===== config.mk =====
export PLATFORM = sky130hd
export DESIGN_NAME = nibble_serial_adder_ctrl
export DESIGN_NICKNAME = d
export VERILOG_FILES = /design/src/rtl/nibble_serial_adder_ctrl_pkg.sv /design/src/rtl/nibble_serial_adder_ctrl_nibble_adder.sv /design/src/rtl/nibble_serial_adder_ctrl.sv
export SDC_FILE = /design/constraint.sdc
export NUM_CORES = 1
export LEC_CHECK = 0
export ABC_AREA = 1
export ABC_CLOCK_PERIOD_IN_PS = 6400
export CAP_MARGIN = 15
export CORE_ASPECT_RATIO = 1.4
export CORE_MARGIN = 5
export CORE_UTILIZATION = 55
export DETAILED_ROUTE_END_ITERATION = 10
export GPL_TIMING_DRIVEN = 0
export PLACE_DENSITY = 0.95
export SETUP_SLACK_MARGIN = 0.2
export SYNTH_ARGS = -nofsm -noshare
export SYNTH_HDL_FRONTEND = slang
export SYNTH_SLANG_ARGS = --single-unit

===== constraint.sdc =====
create_clock -name clk -period 6.4 [get_ports clk]
set_input_delay 1.28 -clock clk [delete_from_list [all_inputs] [get_ports clk]]
set_output_delay 1.28 -clock clk [all_outputs]
set_load 0.005 [all_outputs]

===== src/rtl/nibble_serial_adder_ctrl_pkg.sv =====
// Shared definitions for the nibble-serial adder controller.
//   state_t : controller state encoding (2-bit, encoding 3 unused/illegal)
//   OP_*    : operation select encoding on the op input
//   clog2   : ceiling log2, never less than 1 (sizes the nibble counter)
package nibble_serial_adder_ctrl_pkg;

    typedef enum logic [1:0] {
        ST_IDLE = 2'd0,
        ST_RUN  = 2'd1,
        ST_DONE = 2'd2
    } state_t;

    localparam logic OP_ADD = 1'b0;
    localparam logic OP_SUB = 1'b1;

    // Minimum of 1 so a single-nibble build still has a real counter bit.
    function automatic int clog2(input int n);
        int r;
        r = 1;
        for (int i = 1; i < 31; i++) begin
            if ((1 << i) < n) r = i + 1;
        end
        return r;
    endfunction

endpackage


===== src/rtl/nibble_serial_adder_ctrl_nibble_adder.sv =====
// nibble_adder: combinational 4-bit ripple-carry slice.
//   a, b : 4-bit addends
//   cin  : carry into bit 0
//   s    : 4-bit sum
//   cout : carry out of bit 3
module nibble_adder (
    input  logic [3:0] a,
    input  logic [3:0] b,
    input  logic       cin,
    output logic [3:0] s,
    output logic       cout
);

    logic [4:0] c;

    assign c[0] = cin;

    for (genvar i = 0; i < 4; i++) begin : g_fa
        assign s[i]   = a[i] ^ b[i] ^ c[i];
        assign c[i+1] = (a[i] & b[i]) | (c[i] & (a[i] ^ b[i]));
    end

    assign cout = c[4];

endmodule


===== src/rtl/nibble_serial_adder_ctrl.sv =====
// nibble_serial_adder_ctrl: adds/subtracts WIDTH-bit operands through one
// shared 4-bit slice, one nibble per clock, LSB nibble first.
//   clk, rst_n              : clock, async active-low reset
//   start_valid/start_ready : operation handshake (ready only in IDLE)
//   a, b, c_in, op          : operands, add carry-in, 0=add 1=subtract
//   res_valid/res_ready     : result handshake (valid only in DONE)
//   sum, c_out, ovf         : result, carry out of MSB, signed overflow
//   busy                    : operation in flight or result pending
module nibble_serial_adder_ctrl
    import nibble_serial_adder_ctrl_pkg::*;
#(
    parameter int WIDTH = 16
) (
    input  logic             clk,
    input  logic             rst_n,
    input  logic             start_valid,
    output logic             start_ready,
    input  logic [WIDTH-1:0] a,
    input  logic [WIDTH-1:0] b,
    input  logic             c_in,
    input  logic             op,
    output logic             res_valid,
    input  logic             res_ready,
    output logic [WIDTH-1:0] sum,
    output logic             c_out,
    output logic             ovf,
    output logic             busy
);

    localparam int NIBBLES = WIDTH / 4;
    localparam int CW      = clog2(NIBBLES);
    localparam logic [CW-1:0] LAST = CW'(NIBBLES - 1);

    state_t st, st_nxt;

    logic [CW-1:0]             cnt;
    logic [NIBBLES-1:0][3:0]   a_q, b_q, sum_q;
    logic                      carry_q, c_out_q, ovf_q;
    logic                      accept, last;
    logic [3:0]                sl_s;
    logic                      sl_co;

    assign accept = start_valid && (st == ST_IDLE);
    assign last   = (cnt == LAST);

    // The single shared slice; the counter selects which nibble feeds it.
    nibble_adder u_slice (
        .a    (a_q[cnt]),
        .b    (b_q[cnt]),
        .cin  (carry_q),
        .s    (sl_s),
        .cout (sl_co)
    );

    always_ff @(posedge clk or negedge rst_n) begin
        if (!rst_n) st <= ST_IDLE;
        else        st <= st_nxt;
    end

    always_comb begin
        st_nxt      = st;
        start_ready = 1'b0;
        res_valid   = 1'b0;
        busy        = 1'b0;
        case (st)
            ST_IDLE: begin
                start_ready = 1'b1;
                if (start_valid) st_nxt = ST_RUN;
            end
            ST_RUN: begin
                busy = 1'b1;
                if (last) st_nxt = ST_DONE;
            end
            ST_DONE: begin
                busy      = 1'b1;
                res_valid = 1'b1;
                if (res_ready) st_nxt = ST_IDLE;
            end
            default: st_nxt = ST_IDLE;
        endcase
    end

    always_ff @(posedge clk or negedge rst_n) begin
        if (!rst_n) begin
            cnt     <= '0;
            a_q     <= '0;
            b_q     <= '0;
            sum_q   <= '0;
            carry_q <= 1'b0;
            c_out_q <= 1'b0;
            ovf_q   <= 1'b0;
        end else if (accept) begin
            // Subtract is a + ~b + 1: invert B here and seed the carry with 1,
            // so RUN is identical for both operations.
            a_q     <= a;
            b_q     <= (op == OP_SUB) ? ~b : b;
            carry_q <= (op == OP_SUB) ? 1'b1 : c_in;
            cnt     <= '0;
        end else if (st == ST_RUN) begin
            sum_q[cnt] <= sl_s;
            carry_q    <= sl_co;
            if (last) begin
                c_out_q <= sl_co;
                // Same-sign operands producing an opposite-sign result.
                ovf_q   <= (a_q[NIBBLES-1][3] == b_q[NIBBLES-1][3]) &&
                           (sl_s[3] != a_q[NIBBLES-1][3]);
            end else begin
                cnt <= cnt + 1'b1;
            end
        end
    end

    assign sum   = sum_q;
    assign c_out = c_out_q;
    assign ovf   = ovf_q;

endmodule

==> flow_summary.json <==
{
  "syn_area_um2": 2760,
  "synth-seq-area-share_pct": 49.8,
  "final_cells": 459,
  "p_sw_share_pct": 42.3,
  "clockPowerShare_pct": 12.0,
  "routed_wirelength_mm": 6.27,
  "syn_inst": 329,
  "syn_area_per_cell_um2": 8.39,
  "h-tree-depth": 2,
  "crit_fanout": 10,
  "synthAdderAreaFrac_pct": 6.07,
  "cts_setup_buffers": 0,
  "postCtsHoldBufs": 0,
  "rows": 30,
  "cts_resized": 0,
  "grtUsageTotal_pct": 20.6,
  "num_vias": 2376,
  "grt_overflow": 0,
  "gp_routability_congestion": 0.899,
  "min_period_ps": 3230,
  "synthesis.nets": 378,
  "worst_pin_slew_ps": 613,
  "clk_latency_ps": 320,
  "setup_ws_ps": 3170,
  "synth_edf_count": 0,
  "p_sw_w": 0.000700,
  "muxShareOfSynthArea_pct": 0,
  "wire_per_inst_um": 13.7,
  "dpl_cell_area_um2": 3430,
  "dieArea_um2": 6560,
  "first_iter_violations": 161,
  "nets": 443,
  "layout-drive-gt1-share_pct": 6.84,
  "grt_pass1_wl_mm": 10.8,
  "outcome": "finished, final reports clean",
  "clock_sinks": 55,
  "cellLeakagePower_nw": 1.78,
  "rsz0062_at_grt": "no",
  "cts-root-buf": "clkbuf_8",
  "finalInstanceArea_um2": 3520,
  "ys.flop_type": "dfrtp_1",
  "hold_viol": 0,
  "synth-compound-area-share_pct": 6.52,
  "endpoint_kind": "register",
  "synthXorXnorAreaFrac_pct": 5.07,
  "synthSimpleGateAreaFrac_pct": 24.9,
  "yosys_warnings": 0,
  "drc": 0,
  "grt_pass1_vias": 2560,
  "viasPerCell": 5.18,
  "fin_crit_sh_pct": 50.4,
  "yosysTopAreaCell": "dfrtp_1",
  "die_w_um": 69.9,
  "synth_top_family_by_area": "simple AND/OR/NAND/NOR gates",
  "ios": 59,
  "hp-class": "register to register",
  "core_area_um2": 4880,
  "maxCapViolations": 0,
  "max-slew-margin-rel_pct": 59.1,
  "max_freq_ghz": 0.310,
  "ys_top_cells_by_area": "dfrtp_1 50%, nand2_1 21%, xor2_1 5.1%, o21ai_0 4.2%, ha_1 3.2%",
  "cts_buffer_depth": 2,
  "p_int_w": 0.000955,
  "setup_viol": 0,
  "start_kind": "register",
  "post-dp-hpwl_mm": 4.79,
  "slew_violations": 0,
  "criticalPathCategory": "register to register",
  "vdd.ir_drop.worst_mv": 0.266,
  "cp.arrival_ps": 3450,
  "ys_async_sr_fraction_pct": 100,
  "placedCellCount": 451,
  "synth.distinct_cells": 19,
  "syn_to_final_growth_pct": 27.5,
  "start_util_pct": 56.6,
  "crit_required_ps": 6620,
  "ys_ff_latch": 55,
  "ant_nets": 0,
  "die_h_um": 93.8,
  "first_pass_iters": 4,
  "pwr-share-comb_pct": 51.7,
  "grt_max_degree": 31,
  "yosysTopAreaCellShare_pct": 49.8,
  "place_ws_ps": 3240,
  "cts_tree": "yes",
  "cellPowerDensity_nw_per_um2": 470,
  "antenna-diode-count": 0,
  "portBuffers": 57,
  "antenna_found_initial": 0,
  "seqPwrFrac_pct": 36.3,
  "cts_made_buffers": 5,
  "setup_tns_ps": 0,
  "clkTransAtPathRegs_ps": 100,
  "clock-skew-final_ps": 8.13
}
-- worst max-delay path, stage by stage (launching register included) --
cell and delay, ps:
dfrtp_1 390, buf_4 190, clkinv_1 300, o211ai_1 220
nand2_1 110, fa_1 390, inv_1 70, fa_1 150
inv_1 50, fa_1 360, inv_1 80, fa_1 510
nand3_1 150, nand2_1 70, nand2_1 60, nand2_1 40
-- power groups by stage --
stage / Sequential, W / Clock (W) / Combinational (W)
2_1_floorplan: 0.000590 / 0 / 0.000531
3_3_place_gp: 0.000597 / 0 / 0.000803
3_5_place_dp: 0.000607 / 0 / 0.000851
4_1_cts: 0.000601 / 0.000199 / 0.000860
5_1_grt: 0.000617 / 0.000212 / 0.000971
6_report: 0.000602 / 0.000199 / 0.000855
-- layout by cell type, fill, tap and decap left out --
| cell | netlist | final |
|---|---|---|
| buf_12 | 0 | 1 |
| buf_8 | 1 | 1 |
| buf_2 | 5 | 6 |
| buf_4 | 3 | 3 |
| clkdlybuf4s50_1 | 0 | 56 |
| clkinvlp_4 | 0 | 1 |
| xor2_1 | 16 | 16 |
| nand2_2 | 1 | 1 |
| nand3_1 | 13 | 13 |
| nand4_1 | 2 | 2 |
| inv_2 | 2 | 2 |
| nor2_1 | 5 | 5 |
| dfrtp_1 | 55 | 55 |
| a21oi_1 | 1 | 1 |
| clkbuf_8 | 0 | 5 |
| o211ai_1 | 8 | 8 |
| ha_1 | 7 | 7 |
| buf_6 | 5 | 5 |
| fa_1 | 4 | 4 |
| o21ai_0 | 23 | 23 |
| inv_1 | 21 | 21 |
| clkinv_4 | 0 | 2 |
| nand2_1 | 156 | 156 |
| clkinv_1 | 1 | 1 |
-- path summary, 6_finish.rpt --
| kind | slack [ps] | cells after the start | end | from |
|---|---|---|---|---|
| min in group asynchronous | 960 | 1 | b_q[4]$_DFFE_PN0P_ | rst_n |
| setup / recovery | 3170 | 15 | ovf$_DFFE_PN0P_ | cnt[1]$_DFFE_PN0P_ |
| max in group asynchronous | 4870 | 2 | b_q[9]$_DFFE_PN0P_ | rst_n |
| setup reg to reg | 3170 | 15 | ovf$_DFFE_PN0P_ | cnt[1]$_DFFE_PN0P_ |
| hold / removal | 490 | 2 | sum[11]$_DFFE_PN0P_ | sum[11]$_DFFE_PN0P_ |
| hold reg to reg | 490 | 2 | sum[11]$_DFFE_PN0P_ | sum[11]$_DFFE_PN0P_ |
-- Yosys cell counts (2+ instances only) --
library cell,number
nand2_1,156
dfrtp_1,55
o21ai_0,23
inv_1,21
xor2_1,16
nand3_1,13
o211ai_1,8
ha_1,7
buf_2,5
buf_6,5
nor2_1,5
fa_1,4
buf_4,3
inv_2,2
nand4_1,2
-- logic make-up (layout without fill, tap and decap cells) --
logic type | count (synthesis) | count (layout)
fa+ha+maj | 11 | 11
buf+inv | 38 | 104
xor+xnor | 16 | 16
compound gates | 32 | 32
flops | 55 | 55
simple gates | 177 | 177
-- cell type report --
class	instances	area, um^2
plain buffers	14	119
clock buffers	5	68.8
clock inverters	3	25.0
fillers	362	1360
inverters	24	90.1
multi-input cells	236	1180
flip-flops and latches	55	1380
well taps	64	80.1
repair buffers	58	586
-- state kept, by name (all words and copies together), names as in the netlist --
name,count
ovf,1
a_q,16
cnt,2
sum,16
carry_q,1
st,2
b_q,16
c_out,1
-- per-layer routing --
metal | track usage, % | routed length (um) | vias up
met1 | 21.0 | 2330 | 1107
met4 | 13.7 | 257 | 0
met5 | 0 | 0 | -
met2 | 38.2 | 3320 | 99
met3 | 3.32 | 368 | 25
li1 | - | - | 1145
-- metrics by stage --
step / total power, W / hold slack, ps / util [%]
after floorplan: 0.00112 / 449 / -
after global placement: 0.00140 / 462 / 69.9
after detailed placement: 0.00146 / 468 / 70.2
after CTS: 0.00166 / 493 / 72.2
after global routing: 0.00180 / 511 / 72.2
final: 0.00166 / 494 / 72.2
(Power assumes the default switching activity.)
==> edit, RTL diff (same flow settings) <==
Re-encode `state_t` (3 states) as one-hot, 3 bits wide.
--- a/src/rtl/nibble_serial_adder_ctrl_pkg.sv
+++ b/src/rtl/nibble_serial_adder_ctrl_pkg.sv
@@ -6,6 +6,6 @@
 
-    typedef enum logic [1:0] {
-        ST_IDLE = 2'd0,
-        ST_RUN  = 2'd1,
-        ST_DONE = 2'd2
+    typedef enum logic [2:0] {
+        ST_IDLE = 3'b001,
+        ST_RUN  = 3'b010,
+        ST_DONE = 3'b100
     } state_t;
Behaviour: same outputs for any inputs over 10 cycles, from zero or initial values and one cycle with rst_n low; not proved beyond that.
==> edit against the original RTL <==
Sequential power rose by 1%. Sequential cell count rose by 1. Routed wire length fell by 1.3%. Synthesized area rose by 0.27%. Sequential share of layout area rose by 0.42 points. Die area rose by 0.23%. Largest cell class unchanged. Highest routed layer unchanged. Setup slack got worse by 0.22 ns. Cell area rose by 0.82%. Critical path type unchanged. Largest power group unchanged. Power rose by 0.66%.
==> edit: results (changes against the original RTL) <==
| Metric | Value |
|---|---|
| Post-CTS setup buffer count | `0 (unchanged)` |
| Placer Congestion | `0.884 (-1.7%)` |
| Gate Count Post-Synth | `304 (-7.6%)` |
| CTS root buf | `clkbuf_8` |
| Vias in the first global route | `2333 (-8.9%)` |
| DP Area | `0.00343 sq mm (+0.22%)` |
| First-pass GRT wire length | `10.4 mm (-4.3%)` |
| Netlist cell types | `30 (+11)` |
| Synthesized Nets | `350 (-7.4%)` |
| Routed length per placed instance | `14.3 um (+4.4%)` |
| Crit path DAT | `3.71 ns (+0.26 ns)` |
| Final #Nets | `415 (-6.3%)` |
| CP max FO | `11 (+1)` |
| Relative slew slack | `0.591 (about the same)` |
| Total GRT Usage | `0.199 (-0.00723)` |
| Worst Hold Class | `reg -> reg` |
| Num CTS Buffers | `5 (unchanged)` |
| Htree depth | `2 (unchanged)` |
| Synth Area in Adders | `0.0470 (-0.0137)` |
| Initial antenna violation count | `0 (unchanged)` |
| Sequential-to-total area share from yosys stat | `0.507 (+0.00814)` |
| Status | `finished clean` |
| Ys Warns | `0 (unchanged)` |
| Antenna Cells | `0 (unchanged)` |
| Largest net degree at the start of global routing | `30 (-3.2%)` |
| Max VDD drop | `0.206 mV (-23%)` |
| Crit-path leading delay family | `adder cells` |
| XOR/XNOR Fraction of Synth Area | `0.0506 (-0.000138)` |
| IO Port Bufs | `57 (unchanged)` |
| Vias per cell | `5.25 (+1.4%)` |
| Clk buf depth | `2 (unchanged)` |
| Later-pin clock latency in the skew report | `0.32 ns (about the same)` |
| HPWL after DPL | `4.67 mm (-2.7%)` |
| Iter 0 DRT Violations | `165 (+2.5%)` |
| Worst Setup SP | `cnt[1]` |
| Top cells by area, synth | `dfrtp_1 (50%), nand2_1 (12%), o21ai_0 (6.5%)` |
| Slowest stage delay, CP | `0.60 ns (+0.09 ns)` |
| Share of post-route cells with drive strength above 1 | `0.127 (+0.0587)` |
| Min-delay src | `a_q[5]` |
| Synth cell count leaders | `nand2_1 (92), dfrtp_1 (55), o21ai_0 (36), inv_1 (19), o21ai_2 (14)` |
| Clk_skew | `0.0126 ns (+0.00449 ns)` |
| Crit path max-delay cell type | `dfrtp_1` |
| Fillers | `349 (-3.6%)` |
| Post-synthesis mux area share | `0 (unchanged)` |
| DRT Wirelength | `6.19 mm (-1.3%)` |
| Pre-Repair DR Iteration Count | `4 (unchanged)` |
| ANT nets after route | `0 (unchanged)` |
| Top_reg_cell synth | `dfrtp_1` |
| CTS resizes | `0 (unchanged)` |
| Reg clk slew, reported paths | `0.10 ns (about the same)` |
| Synth async-reset ratio | `1.00 (unchanged)` |
| Complex-gate fraction of the synthesized area | `0.139 (+0.0735)` |
| Cells after DPL | `426 (-5.5%)` |
| Leakage power | `1.68 nW (-5.7%)` |
edit: where the power goes:
group	switching, mW	internal (mW)
clock network	0.119	0.118
registers	0.0967	0.514
logic	0.470	0.347
edit: logic make-up after synthesis:
| family | count (synthesis) |
|---|---|
| simple gates | 126 |
| compound gates | 64 |
| flops | 56 |
| buf+inv | 34 |
| xor+xnor | 16 |
| fa+ha+maj | 8 |
edit: final timing paths:
kind	depth (start not counted)	to	slack, ns
hold reg to reg	2	a_q[5]	0.48
setup / recovery	13	ovf	2.95
setup reg to reg	13	ovf	2.95
hold / removal	2	a_q[5]	0.48
min in group asynchronous	1	sum[15]	0.96
max in group asynchronous	2	st[0]	4.80
edit: final cells by class:
type | count | area (sq um) | area share
plain buffers | 12 | 98.8 | 0.0278
clock buffers | 5 | 68.8 | 0.0194
clock inverters | 3 | 46.3 | 0.0130
inverters | 22 | 85.1 | 0.0240
multi-input cells | 214 | 1180 | 0.333
flip-flops and latches | 56 | 1400 | 0.395
well taps | 64 | 80.1 | 0.0226
repair buffers | 58 | 586 | 0.165
edit: per-stage QoR:
stage               worst slack, ns   util  power (mW)
floorplan                      3.57      -        1.11
global placement               2.49  0.701        1.38
detailed placement             3.03  0.704        1.43
CTS                            3.00  0.727        1.67
global route                   2.73  0.727        1.79
finish                         2.95  0.727        1.67
edit: metal layers:
layer  global-route usage  wire [um]
met3               0.0353        392
met1                0.208       2230
met4               0.0974        202
met5                    0          0
met2                0.377       3370
edit: worst register-to-register path: stages (launching register included):
cell and delay [ns]:
dfrtp_1 0.60, clkinv_1 0.42, o21ai_0 0.20, o22ai_1 0.13, fa_1 0.41, inv_1 0.08, fa_1 0.16, inv_1 0.05
fa_1 0.35, inv_1 0.08, fa_1 0.51, o21ai_0 0.25, nand3_1 0.09, nand2_1 0.06
